## src/rtl/irqc_pkg.sv

```systemverilog
// Shared constants for the interrupt controller: register-select encodings
// and the width of the register data bus.
package irqc_pkg;

  localparam int IRQC_DW = 32;

  localparam logic [1:0] IRQC_ADDR_IMR = 2'd0;
  localparam logic [1:0] IRQC_ADDR_IRR = 2'd1;
  localparam logic [1:0] IRQC_ADDR_ISR = 2'd2;

endpackage : irqc_pkg

```

## src/rtl/irqc_prio_enc.sv

```systemverilog
// Combinational fixed-priority encoder: reports whether any bit is set and
// the index of the lowest set bit (0 when nothing is set).
module irqc_prio_enc
  import irqc_pkg::*;
#(
  parameter int W    = 32,
  parameter int ID_W = 5
) (
  input  logic [W-1:0]    vec_i,
  output logic            valid_o,
  output logic [ID_W-1:0] id_o
);

  // NOTE: every output gets a default before the loop so no path leaves it
  // unassigned; otherwise synthesis would infer a latch.
  always_comb begin
    id_o    = '0;
    valid_o = |vec_i;
    // Scanning downward lets the lowest set index overwrite any higher one.
    for (int i = W - 1; i >= 0; i--) begin
      if (vec_i[i]) id_o = ID_W'(i);
    end
  end

endmodule : irqc_prio_enc

```

## src/rtl/irqc_core.sv

```systemverilog
// Programmable interrupt controller: synchronises external IRQ lines into the
// pending register IRR, masks with IMR and registers the winning request.
module irqc_core
  import irqc_pkg::*;
#(
  parameter int                        CONFIG_NUM_IRQ  = 32,
  parameter logic [CONFIG_NUM_IRQ-1:0] CONFIG_IRQ_EDGE = {CONFIG_NUM_IRQ{1'b1}},
  parameter int                        CONFIG_IRQ_ID_W = 5
) (
  input  logic                       clk,
  input  logic                       rst_n,
  input  logic [CONFIG_NUM_IRQ-1:0]  irqs,
  input  logic [1:0]                 msr_addr,
  input  logic                       msr_we,
  input  logic [IRQC_DW-1:0]         msr_wdat,
  output logic [IRQC_DW-1:0]         msr_rdat,
  output logic [CONFIG_NUM_IRQ-1:0]  irqc_irr,
  output logic                       irq_req,
  output logic [CONFIG_IRQ_ID_W-1:0] irq_id
);

  logic [CONFIG_NUM_IRQ-1:0]  irr_q, irr_d;
  logic [CONFIG_NUM_IRQ-1:0]  imr_q, imr_d;
  logic [CONFIG_NUM_IRQ-1:0]  w1c, sw_set, pend;
  logic                       req_q;
  logic [CONFIG_IRQ_ID_W-1:0] id_q;
  logic                       enc_valid;
  logic [CONFIG_IRQ_ID_W-1:0] enc_id;
  logic                       wr_imr, wr_irr, wr_isr;

  assign wr_imr = msr_we && (msr_addr == IRQC_ADDR_IMR);
  assign wr_irr = msr_we && (msr_addr == IRQC_ADDR_IRR);
  assign wr_isr = msr_we && (msr_addr == IRQC_ADDR_ISR);

  assign w1c    = wr_irr ? msr_wdat[CONFIG_NUM_IRQ-1:0] : '0;
  assign sw_set = wr_isr ? msr_wdat[CONFIG_NUM_IRQ-1:0] : '0;
  assign imr_d  = wr_imr ? msr_wdat[CONFIG_NUM_IRQ-1:0] : imr_q;

  for (genvar i = 0; i < CONFIG_NUM_IRQ; i++) begin : g_line
    logic s1_q, s2_q;

    // NOTE: sequential state uses non-blocking assignments so every flop
    // samples the pre-edge value of its source; blocking here would collapse
    // the two synchroniser stages into one.
    always_ff @(posedge clk) begin
      if (!rst_n) begin
        s1_q <= 1'b0;
        s2_q <= 1'b0;
      end else begin
        s1_q <= irqs[i];
        s2_q <= s1_q;
      end
    end

    if (CONFIG_IRQ_EDGE[i]) begin : g_edge
      logic s3_q;

      always_ff @(posedge clk) begin
        if (!rst_n) s3_q <= 1'b0;
        else        s3_q <= s2_q;
      end

      // The set term is ORed after the clear so a coincident edge survives W1C.
      assign irr_d[i] = (irr_q[i] & ~w1c[i]) | (s2_q & ~s3_q) | sw_set[i];
    end else begin : g_level
      assign irr_d[i] = s2_q | sw_set[i];
    end
  end

  assign pend = irr_q & ~imr_q;

  irqc_prio_enc #(
    .W    (CONFIG_NUM_IRQ),
    .ID_W (CONFIG_IRQ_ID_W)
  ) u_prio_enc (
    .vec_i   (pend),
    .valid_o (enc_valid),
    .id_o    (enc_id)
  );

  always_ff @(posedge clk) begin
    if (!rst_n) begin
      irr_q <= '0;
      imr_q <= '1;
      req_q <= 1'b0;
      id_q  <= '0;
    end else begin
      irr_q <= irr_d;
      imr_q <= imr_d;
      req_q <= enc_valid;
      id_q  <= enc_id;
    end
  end

  always_comb begin
    msr_rdat = '0;
    case (msr_addr)
      IRQC_ADDR_IMR: msr_rdat = IRQC_DW'(imr_q);
      IRQC_ADDR_IRR: msr_rdat = IRQC_DW'(irr_q);
      default:       msr_rdat = '0;
    endcase
  end

  assign irqc_irr = irr_q;
  assign irq_req  = req_q;
  assign irq_id   = id_q;

endmodule : irqc_core

```

## config.mk

```make
export PLATFORM = sky130hd
export DESIGN_NAME = irqc_core
export DESIGN_NICKNAME = d
export VERILOG_FILES = /design/src/rtl/irqc_pkg.sv /design/src/rtl/irqc_prio_enc.sv /design/src/rtl/irqc_core.sv
export SDC_FILE = /design/constraint.sdc
export NUM_CORES = 1
export LEC_CHECK = 0
export CORE_MARGIN = 8
export CORE_UTILIZATION = 48
export CTS_BUF_LIST = sky130_fd_sc_hd__clkbuf_2 sky130_fd_sc_hd__clkbuf_4 sky130_fd_sc_hd__clkbuf_8
export CTS_CLUSTER_SIZE = 16
export DETAILED_ROUTE_END_ITERATION = 10
export PLACE_DENSITY = 0.77
export SYNTH_ARGS = -nofsm -noshare
export SYNTH_HDL_FRONTEND = slang
export SYNTH_HIERARCHICAL = 1
export SYNTH_SLANG_ARGS = --single-unit
```

## constraint.sdc

```tcl
create_clock -name clk -period 1.61 [get_ports clk]
set_input_delay 0.2415 -clock clk [delete_from_list [all_inputs] [get_ports clk]]
set_output_delay 0.2415 -clock clk [all_outputs]
set_load 0.005 [all_outputs]
```

==> flow_summary.toml, run 1 <==
[outcome]
outcome = "finished, violations left"
violations = "setup timing"

[drt]
dr.pass1.iters = 4
dr_total_vias = 5381
viasPerCell = 4.937
drt-initial-drc-count = 175
wl_per_cell_um = 15.13
drc = 0
drt.antenna.violating_nets = 0
routed_wl_um = 16500

[setup_path]
crit_chain = "nor2b_4 -> or4_4 -> buf_6 -> nor3_4 -> nand4_1 -> and2_1"
cp_num_buf_inv = 1
reg2reg_from = "irqc_irr[22]$_SDFF_PN0_"
setup.worst_path.class = "reg -> reg"
end_kind = "register"
rrSetupSlack_ps = -70
slowest_stage = "or4_4"
cp_max_fo = 2
crit_arrival_ps = 2030
cpPeakStageDelay_ps = 550
reg2reg_to = "irq_req$_SDFF_PN0_"
worstRegToRegCells = 6
worstSetupStartpointType = "register"
critPathRequiredTime_ps = 1960
cpLargestDelayFamily = "simple AND/OR/NAND/NOR gates"

[yosys]
syn_area_um2 = 6625
yosys_warnings = 6
synth_flop_cell = "dfxtp_1"
syn_avg_cell_area_um2 = 9.519
yosysUniqueCellTypes = 36
synth_enable_flop_cells = 0
syn-num-nets = 765
async_reset_ff_share_pct = 0
synth.most_common_cell = "dfxtp_1"
synthTopCellsByArea = "dfxtp_1, and2_1, nor2b_1"
synth_top_cell_by_area = "dfxtp_1"
yosysTopAreaCellShare_pct = 50.16
synth_seq_cells = 166
synth_commonest_cells = "dfxtp_1, and2_1, nor2b_1"
yosysSeqAreaShare_pct = 50.16
synthCells = 696

[placement]
io_buffers = 138
dpl.hpwl_um = 12240
dpl_cell_area_um2 = 8726
pre_cts_ws_ps = -264.5
gp_congestion = 0.7827

[pwr]
total_power_w = 0.008950
p_sw_w = 0.002099
p_clk_share_pct = 36.1
cellPowerDensity_nw_per_um2 = 959.3
p_seq_share_pct = 49.4
intPower_w = 0.006851
leakage_nw = 4.246
ir_drop_mv = 0.5949
p_sw_share_pct = 23.45
pwr-share-comb_pct = 14.5

[die]
io_pins = 139
dieWidth_um = 133.5
rows = 43
dieArea_um2 = 17820
start_util_pct = 48.48
core_um2 = 13670
dieHeight_um = 133.5

[worst_hold_path]
hp-class = "in -> reg"
hp-start = "rst_n"
hold_end = "imr_q[12]$_SDFFE_PN1P_"
whs_path_depth = 2

[grt]
antenna_found_initial = 0
grt_pass1_wl_um = 26670
grt_start_max_net_pins = 43
grt_pass1_vias = 5647
grt-ovfl-total = 0
grtUsageTotal_pct = 18.57

[cts]
htree_levels = 4
clockRootBuffer = "clkbuf_8"
cts_tree = "built"
hold_buffers = 0
worstSkewPairLatency_ps = 450
path_clk_slew_ps = 80
numCtsBuffers = 17
cts_max_path_buffers = 2
cts_sinks = 166

[layout]
antennaDiodeCount = 0
drive_above_1_share_pct = 28.13
fin_nets = 966
syn_to_final_growth_pct = 40.83
fin_area_um2 = 9330

[timing]
maxSlewViolCount = 0
hold_violations = 0
fin_ws_ps = -68.75
relSlewSlack_pct = 70.34
min_period_ps = 1679
skew_ps = 7.937
setup_violations = 4
fmax_ghz = 0.5957
worst_slew_pin_slew_ps = 444.0
rsz0062_at_grt = "yes"
min_period_over_period_pct = 104.3

[flow_run]
maxCapViolCount = 0
power groups by stage:
stage	clock network, W	logic, W	registers, W
final	0.00323	0.00130	0.00443
after global routing	0.00347	0.00142	0.00445
after CTS	0.00330	0.00128	0.00442
after detailed placement	0	0.00133	0.00450
after global placement	0	0.00129	0.00449
after floorplan	0	0.000573	0.00450
registers in the layout, indices dropped and copies added (netlist names):
register            count
g_line.g_edge.s3_q     32
irqc_irr               32
g_line.s2_q            32
irq_id                  5
g_line.s1_q            32
irq_req                 1
imr_q                  32
how the worst max path moves through the flow:
stage	startpoint	end	slack [ps]	cells past startpoint
after global routing	irqc_irr[3]$_SDFF_PN0_	irq_id[4]$_SDFF_PN0_	-130	6
after detailed placement	msr_addr[1]	msr_rdat[19]	-260	4
after global placement	msr_addr[1]	msr_rdat[12]	-220	4
after floorplan	irqc_irr[23]$_SDFF_PN0_	irq_id[2]$_SDFF_PN0_	20	7
final	irqc_irr[22]$_SDFF_PN0_	irq_req$_SDFF_PN0_	-70	6
after CTS	irqc_irr[29]$_SDFF_PN0_	irq_id[0]$_SDFF_PN0_	-130	7
stage by stage:
| step | instances | hold slack (ps) | utilization [%] | TNS, ps |
|---|---|---|---|---|
| after global placement | 1055 | 413.8 | 63.85 | -9057 |
| final | 1090 | 152.6 | 68.27 | -174.5 |
| after floorplan | 696 | 368.8 | - | 0 |
| after global routing | 1090 | 152.2 | 68.27 | -693.0 |
| after CTS | 1087 | 131.0 | 67.46 | -420.4 |
| after detailed placement | 1055 | 418.1 | 63.85 | -10540 |
worst reg2reg max path, cell delays in order, from the launching register on:
cell     delay (ps)
dfxtp_2         330
nor2b_4         130
or4_4           550
buf_6           140
nor3_4          180
nand4_1         100
and2_1          150
kinds of logic after synthesis:
logic type             count (synthesis)  share of synthesized area, %
and+or+nand+nor                      270                         22.91
buffers and inverters                 78                         5.496
AOI/OAI and AO/OA                    150                         16.60
DFF                                  166                         50.16
muxes                                 32                         4.835
layout make-up:
type                            instances  area, µm²
Fill cell                            1089       4335
Sequential cell                       166       3366
Multi-Input combinational cell        452       3177
Timing Repair Buffer                  222       1976
Clock buffer                           20      269.0
Tap cell                              180      225.2
Clock inverter                         12      175.2
Inverter                               38      142.6
per-layer routing:
metal	global-route usage (%)	up-vias	part of all wire, %
li1	-	2705	-
met5	0	-	0
met1	20.96	2539	43
met3	5.008	22	5.1
met4	7.486	0	1.8
met2	32.48	115	50
layout by cell type, fill, tap and decap left out, types with 30 or more instances in the layout:
cell type        instances
clkdlybuf4s50_1         72
dfxtp_2                 34
o211ai_2                30
nor2_1                  41
dlygate4sd2_1           33
buf_4                   72
nand2_1                 35
inv_1                   38
o21ai_0                 34
and2_1                 102
dfxtp_1                132
nor2b_1                 49
a21oi_1                 37
what timing repair did:
item / 4_1_cts / 5_1_grt
endpoints found under the setup margin: 68 / 26
pin swaps: 8 / 15
buffers inserted: 0 / 3
gates resized for setup: 151 / 68
hold endpoints to repair: 0 / 0
(Power assumes the default switching activity.)
==> run 2, diff against run 1 <==
- CTS_CLUSTER_SIZE: 16 -> not set
==> results of run 2 <==
The final DEF is identical to that of run 1; final timing and power are the same.
==> run 3, diff against run 2 <==
- HOLD_SLACK_MARGIN: not set -> 0.05
==> results of run 3 <==
The final DEF is identical to that of run 1; final timing and power are the same.
